### config.mk
export PLATFORM = sky130hd
export DESIGN_NAME = traffic_input_conditioner
export DESIGN_NICKNAME = d
export VERILOG_FILES = /design/src/rtl/traffic_input_conditioner.sv
export SDC_FILE = /design/constraint.sdc
export NUM_CORES = 1
export LEC_CHECK = 0
export BUFFER_PORTS_ARGS = -buffer_cell sky130_fd_sc_hd__buf_2
export CORE_MARGIN = 5
export CORE_UTILIZATION = 50
export CTS_CLUSTER_DIAMETER = 40
export DETAILED_ROUTE_END_ITERATION = 7
export PLACE_DENSITY = 0.67
export SYNTH_ARGS = -nofsm -noshare
export SYNTH_HDL_FRONTEND = slang
export SYNTH_SLANG_ARGS = --single-unit
### constraint.sdc
create_clock -name CLOCK_50 -period 2.7 [get_ports CLOCK_50]
set_clock_uncertainty 0.15 [all_clocks]
set_input_delay 0.54 -clock CLOCK_50 [delete_from_list [all_inputs] [get_ports CLOCK_50]]
set_output_delay 0.54 -clock CLOCK_50 [all_outputs]
set_load 0.01 [all_outputs]
### src/rtl/traffic_input_conditioner.sv
// rtl/traffic_input_conditioner.sv - clock divider, input conditioning and pedestrian request latch
//
// Front-end for the 1 Hz traffic-light controller.
//
// Ports:
//   CLOCK_50    in   system clock
//   rst_n       in   synchronous active-low reset
//   key_n       in   raw pedestrian button, 0 = pressed
//   car_sw      in   raw car sensor, 1 = car
//   ped_clear   in   one-cycle grant pulse from the controller
//   tick        out  one-cycle pulse every DIV = CLK_HZ/TICK_HZ cycles
//   slow_clk    out  square wave at TICK_HZ, falls at the end of the tick cycle
//   ped_press   out  one-cycle pulse per accepted (debounced) press
//   ped_req     out  latched pedestrian request
//   car_present out  debounced car level (optionally stretched)
//   wait_secs   out  ticks elapsed since ped_req was set, saturating at 255
//
// Optional feature: define TIC_CAR_HOLD_EN to stretch car_present for
// CAR_HOLD_TICKS ticks after the debounced car signal drops.

module traffic_input_conditioner #(
   parameter int CLK_HZ          = 50000000,
   parameter int TICK_HZ         = 1,
   parameter int DEBOUNCE_CYCLES = 500000,
   parameter int CAR_HOLD_TICKS  = 3
) (
   input  logic       CLOCK_50,
   input  logic       rst_n,
   input  logic       key_n,
   input  logic       car_sw,
   input  logic       ped_clear,
   output logic       tick,
   output logic       slow_clk,
   output logic       ped_press,
   output logic       ped_req,
   output logic       car_present,
   output logic [7:0] wait_secs
);

   localparam int DIV = CLK_HZ / TICK_HZ;
   localparam int CW  = $clog2(DIV);
   localparam int DW  = $clog2(DEBOUNCE_CYCLES + 1);

   localparam logic [CW-1:0] CNT_LAST = CW'(DIV - 1);
   localparam logic [CW-1:0] CNT_HALF = CW'(DIV / 2 - 1);
   localparam logic [DW-1:0] DB_LAST  = DW'(DEBOUNCE_CYCLES - 1);

   if ((DIV % 2) != 0 || DIV < 4) begin : g_bad_div
      $error("traffic_input_conditioner: CLK_HZ/TICK_HZ must be even and >= 4");
   end
   if (DEBOUNCE_CYCLES < 1) begin : g_bad_debounce
      $error("traffic_input_conditioner: DEBOUNCE_CYCLES must be >= 1");
   end
   if (CAR_HOLD_TICKS < 0 || CAR_HOLD_TICKS > 255) begin : g_bad_hold
      $error("traffic_input_conditioner: CAR_HOLD_TICKS must be 0..255");
   end

   // ---------------------------------------------------------------- divider
   logic [CW-1:0] div_cnt;

   always_ff @(posedge CLOCK_50) begin
      if (!rst_n) begin
         div_cnt  <= '0;
         slow_clk <= 1'b0;
      end else begin
         div_cnt <= (div_cnt == CNT_LAST) ? '0 : div_cnt + CW'(1);
         if (div_cnt == CNT_HALF || div_cnt == CNT_LAST)
            slow_clk <= ~slow_clk;
      end
   end

   assign tick = (div_cnt == CNT_LAST);

   // ---------------------------------------------------------- synchronisers
   logic key_s1, key_s2;
   logic car_s1, car_s2;

   always_ff @(posedge CLOCK_50) begin
      if (!rst_n) begin
         key_s1 <= 1'b1;
         key_s2 <= 1'b1;
         car_s1 <= 1'b0;
         car_s2 <= 1'b0;
      end else begin
         key_s1 <= key_n;
         key_s2 <= key_s1;
         car_s1 <= car_sw;
         car_s2 <= car_s1;
      end
   end

   // --------------------------------------------------------------- debounce
   // The accepted level changes on the edge where the mismatch counter would
   // reach DEBOUNCE_CYCLES, so the counter itself never holds that value.
   logic [DW-1:0] key_cnt, car_cnt;
   logic          key_db, car_db;

   always_ff @(posedge CLOCK_50) begin
      if (!rst_n) begin
         key_cnt <= '0;
         key_db  <= 1'b1;
      end else if (key_s2 == key_db) begin
         key_cnt <= '0;
      end else if (key_cnt == DB_LAST) begin
         key_cnt <= '0;
         key_db  <= key_s2;
      end else begin
         key_cnt <= key_cnt + DW'(1);
      end
   end

   always_ff @(posedge CLOCK_50) begin
      if (!rst_n) begin
         car_cnt <= '0;
         car_db  <= 1'b0;
      end else if (car_s2 == car_db) begin
         car_cnt <= '0;
      end else if (car_cnt == DB_LAST) begin
         car_cnt <= '0;
         car_db  <= car_s2;
      end else begin
         car_cnt <= car_cnt + DW'(1);
      end
   end

   // ------------------------------------------------------ press and request
   logic key_db_d;
   logic req_q;

   always_ff @(posedge CLOCK_50) begin
      if (!rst_n) begin
         key_db_d  <= 1'b1;
         ped_press <= 1'b0;
      end else begin
         key_db_d  <= key_db;
         ped_press <= key_db_d & ~key_db;
      end
   end

   // The press is folded into ped_req combinationally so the request is
   // visible in the press cycle and a clear in that same cycle loses.
   assign ped_req = req_q | ped_press;

   always_ff @(posedge CLOCK_50) begin
      if (!rst_n) begin
         req_q     <= 1'b0;
         wait_secs <= 8'd0;
      end else begin
         req_q <= ped_press | (req_q & ~ped_clear);
         if (ped_press || ped_clear || !ped_req)
            wait_secs <= 8'd0;
         else if (tick && wait_secs != 8'hFF)
            wait_secs <= wait_secs + 8'd1;
      end
   end

   // ------------------------------------------------------------ car output
`ifdef TIC_CAR_HOLD_EN
   localparam int HW = (CAR_HOLD_TICKS > 0) ? $clog2(CAR_HOLD_TICKS + 1) : 1;
   localparam logic [HW-1:0] HOLD_LOAD = HW'(CAR_HOLD_TICKS);

   logic [HW-1:0] hold_cnt;
   logic          car_fall;

   // Debounced car is about to drop on this edge.
   assign car_fall = car_db & (car_s2 == 1'b0) & (car_cnt == DB_LAST);

   always_ff @(posedge CLOCK_50) begin
      if (!rst_n)
         hold_cnt <= '0;
      else if (car_fall)
         hold_cnt <= HOLD_LOAD;
      else if (car_db)
         hold_cnt <= '0;
      else if (tick && hold_cnt != '0)
         hold_cnt <= hold_cnt - HW'(1);
   end

   assign car_present = car_db | (hold_cnt != '0);
`else
   assign car_present = car_db;
`endif

endmodule

Word-level counts from Yosys, hierarchy flattened
Cells that the tools add are included.
{"block": "totals", "regBits": 82, "out_inout_bits": 13}
{"block": "classes", "addsub": 4, "eq_ne": 7, "bitwise_logic": 10, "reduce_logical": 11}
{"cell": "$add A19 B1 Y19 const B", "count": 2}
{"cell": "$eq A19 B19 Y1 const B", "count": 2}
{"cell": "$add A26 B1 Y26 const B", "count": 1}
{"cell": "$eq A26 B25 Y1 const B", "count": 1}
{"cell": "$eq A26 B26 Y1 const B", "count": 1}
{"cell": "$add A8 B1 Y8 const B", "count": 1}
{"cell": "$ne A8 B8 Y1 const B", "count": 1}
{"cell": "$not A1 Y1", "count": 6}
{"cell": "$reduce_or A3 Y1", "count": 2}
{"cell": "$reduce_and A2 Y1", "count": 2}
{"cell": "$reduce_or A2 Y1", "count": 2}
{"cell": "$logic_or A1 B1 Y1", "count": 3}
{"cell": "$and A1 B1 Y1", "count": 2}
{"cell": "$eq A1 B1 Y1", "count": 2}
{"cell": "$or A1 B1 Y1", "count": 2}
{"cell": "$logic_and A1 B1 Y1", "count": 1}
{"cell": "$logic_not A1 Y1", "count": 1}

Longest topological paths before layout
{"block": "logic_depth", "depth_word": 4, "ltp_mapped": 7, "ltp_nobuf": 6}

Worst setup path after synthesis
OpenSTA, ideal clock, no wires.
{"block": "synth_timing", "kind": "reg2reg", "from": "register div_cnt[0]", "to": "register wait_secs[2]", "setup_ns": 0.126, "arrival_ns": 1.791, "required_ns": 2.424, "setup_slack_ns": 0.633, "path_stages_with_launch": 8, "path_buffers": 1, "synth_period_minus_slack_ns": 2.067, "cell_sequence": "dfxtp_1 > ha_1 > and2_1 > nand4_1 > or4b_4 > buf_6 > o211ai_1 > o31ai_2"}
{"block": "synth_via", "elab_chain_len": 2}
{"element": "start: declaration", "line_no": "59", "rtl": "logic [CW-1:0] div_cnt;"}
{"element": "start signal: assignment", "line_no": "66", "rtl": "div_cnt <= (div_cnt == CNT_LAST) ? '0 : div_cnt + CW'(1);"}
{"element": "$eq A26 B26 Y1", "line_no": "72", "rtl": "assign tick = (div_cnt == CNT_LAST);"}
{"element": "$logic_and A1 B1 Y1", "line_no": "152", "rtl": "else if (tick && wait_secs != 8'hFF)"}
{"element": "end signal: assignment", "line_no": "153", "rtl": "wait_secs <= wait_secs + 8'd1;"}
{"element": "end: declaration", "line_no": "37", "rtl": "output logic [7:0] wait_secs"}
Every way passes these cells.
A chain may end at the register's enable or synchronous reset.

Worst setup path in the final report
{"block": "layout_timing", "from": "register div_cnt[0]", "to": "output port tick"}
{"block": "layout_via", "elab_chain_len": 1}
{"element": "$eq A26 B26 Y1", "line_no": "72"}
{"element": "end: declaration", "line_no": "32", "rtl": "output logic tick,"}
Every way passes these cells.

==> flow_summary.toml <==
[run_status]
outcome = "finished clean"

[yosys]
synth_enable_flop_cells = 0
yosys.area.top_type = "dfxtp_1"
synth.avg_cell_area_um2 = 8.81
synth_warnings = 0
yosysSeqAreaShare_pct = 45.1
ys_seq_elements = 82
syn-cell-area_um2 = 3640
yosys.area_share.simple_pct = 33.1
synthMuxAreaShare_pct = 1.10
synthCells = 413
synth_compound_area_share_pct = 1.96
synth_top_family_by_area = "simple AND/OR/NAND/NOR gates"
synth_nets = 422
synth_top_area_share_pct = 45.1
synthTopCellsByArea = "dfxtp_1, xor2_1, nor2_1"
synth_ff_type = "dfxtp_1"
synth_commonest_cells = "nor2_1, dfxtp_1, xor2_1"
async_flop_share_pct = 0
synth_fa_ha_area_share_pct = 1.38
synth_most_common_cell = "nor2_1"
synth_xor_area_share_pct = 14.7
synth_cell_types = 43

[timing]
hold-worst-slack_ns = 0.233
rsz0062_at_grt = "false"
finalMaxSlewViolations = 0
setup_tns_ns = 0
hold_violations = 0
worstMarginPinSlew_ns = 0.651
timing.fmax_mhz = 404
min_period_over_period_pct = 91.7
slew_headroom_pct = 56.2
setup_viol = 0
period_minus_slack_ns = 2.48

[grt]
grt_first_pass_wirelength_mm = 11.8
antenna_found_initial = 0
busiest_layer = "met2"
met3_usage_pct = 3.08
grtUsageMet2_pct = 26.3
grt_pass1_vias = 2614
grt_util_met1_pct = 21.4
grt_usage_pct = 16.4
grt_max_degree = 23
gr-total-overflow = 0

[placed_design]
place_hpwl_mm = 4.77
port_buffers = 17
gp_congestion = 0.821

[route]
first_pass_iters = 4
via_count = 2849
drc = 0
wl_per_cell_um = 12.6
drt_iter0_drc = 104
via_per_inst = 5.28
ant_nets = 0
wirelength_mm = 6.79

[finish]
drive_gt1_share_pct = 11.1
area_delta_synth_final_pct = 10.4
antenna_cells = 0
nFillCells = 654
nets = 445

[critical_path]
cp-end-kind = "output pin"
crit_arrival_ns = 1.79
cp.required_ns = 2.01
start_kind = "register"
crit_fanout = 6
critPathKind = "reg2out"
r2r_setup_slack_ns = 0.50

[clocking]
clk_pin_slew_ns = 0.08
clk_path_buf_depth = 2
cts_tree = "built"
clkSinkCount = 82
cts_buffers = 9
postCtsHoldBufs = 0
clock_latency_ns = 0.34
cts_max_level = 3
root_buffer = "clkbuf_8"

[worst_hold_path]
hold_path.class = "in2reg"

[floorplan]
coreArea_um2 = 7180
die_w_um = 95.3
die_y_um = 95.3
num_rows = 31
die_area_um2 = 9080
start_util_pct = 50.7
ioPinCount = 18

[flow_run]
maxCapViolCount = 0

[power_and_ir_drop]
leakage_nw = 1.34
irDropWorstVdd_mv = 0.254
powerDensity_nw_per_um2 = 518
==> critical path, stage by stage (launching register included) <==
cell and delay, ns:
dfxtp_1 0.41, ha_1 0.24, and2_1 0.20, nand4_1 0.15, nor3_2 0.28, buf_2 0.18
==> cells by family after synthesis <==
logic type,Yosys count
buffers and inverters,19
flip-flops,82
multiplexers,4
AND/OR/NAND/NOR,234
adder cells (fa/ha/maj),4
XOR/XNOR,61
AO/OA/AOI/OAI,9
==> layer usage <==
metal	vias to the layer above	part of all wire, %
met5	-	0
met4	0	1.4
met3	10	4.1
met2	53	46
met1	1326	49
li1	1460	-
==> layout make-up <==
type	count	area, um^2	area share, %
inverter	9	33.8	0.841
clock inverter	4	25.0	0.623
tap	99	124	3.08
multi-input combinational	312	1900	47.4
sequential	82	1640	40.9
clock buffer	12	165	4.11
timing repair buffer	22	123	3.05
==> report_power, final <==
group	switching [mW]	leakage [nW]	internal (mW)
logic	0.0179	0.584	0.0101
clock network	0.423	0.0944	0.407
registers	0.00710	0.662	1.22
==> flip-flops by register name, indices dropped and copies added (netlist names) <==
| signal | flops |
|---|---|
| req_q | 1 |
| key_s1 | 1 |
| wait_secs | 8 |
| car_s1 | 1 |
| key_s2 | 1 |
| div_cnt | 26 |
| key_db | 1 |
| car_s2 | 1 |
| ped_press | 1 |
| slow_clk | 1 |
| key_cnt | 19 |
| key_db_d | 1 |
| car_cnt | 19 |
| car_present | 1 |
==> stage by stage <==
stage / instance area (um^2) / utilization [%] / setup slack, ns / cells / total power [mW]
floorplan: 3640 / - / 0.633 / 413 / 1.27
global placement: 3820 / 53.3 / 0.559 / 524 / 1.28
detailed placement: 3820 / 53.3 / 0.536 / 524 / 1.28
CTS: 4010 / 55.9 / 0.143 / 540 / 2.11
global route: 4020 / 56.0 / 0.0915 / 540 / 2.17
finish: 4020 / 56.0 / 0.224 / 540 / 2.08
==> final timing paths <==
| check | startpoint | end | depth (start not counted) |
|---|---|---|---|
| hold / removal | key_n | key_s1$_SDFF_PN1_ | 2 |
| hold reg to reg | key_db_d$_SDFF_PN1_ | ped_press$_SDFF_PN0_ | 2 |
| setup / recovery | div_cnt[0]$_SDFF_PP0_ | tick | 5 |
| setup reg to reg | div_cnt[0]$_SDFF_PP0_ | wait_secs[2]$_SDFFE_PP0P_ | 6 |
==> placed cells by master (no fill, tap or decap), types with 9 or more instances in the layout <==
cell type	synthesis	layout
nor2_1	83	83
dfxtp_1	82	82
xor2_1	36	36
nand2_1	32	32
nand3_1	26	26
xnor2_1	25	25
nand4_1	22	22
buf_2	2	17
nor3_1	16	15
clkbuf_8	0	12
and3_1	11	11
inv_1	9	9
==> timing repair <==
| action | CTS | global route |
|---|---|---|
| endpoints found under the setup margin | 0 | 1 |
| setup buffers | 0 | 0 |
| endpoints found under the hold margin | 0 | 0 |
| resized for setup | 0 | 1 |
No activity file was read; power rests on OpenSTA's default activity.
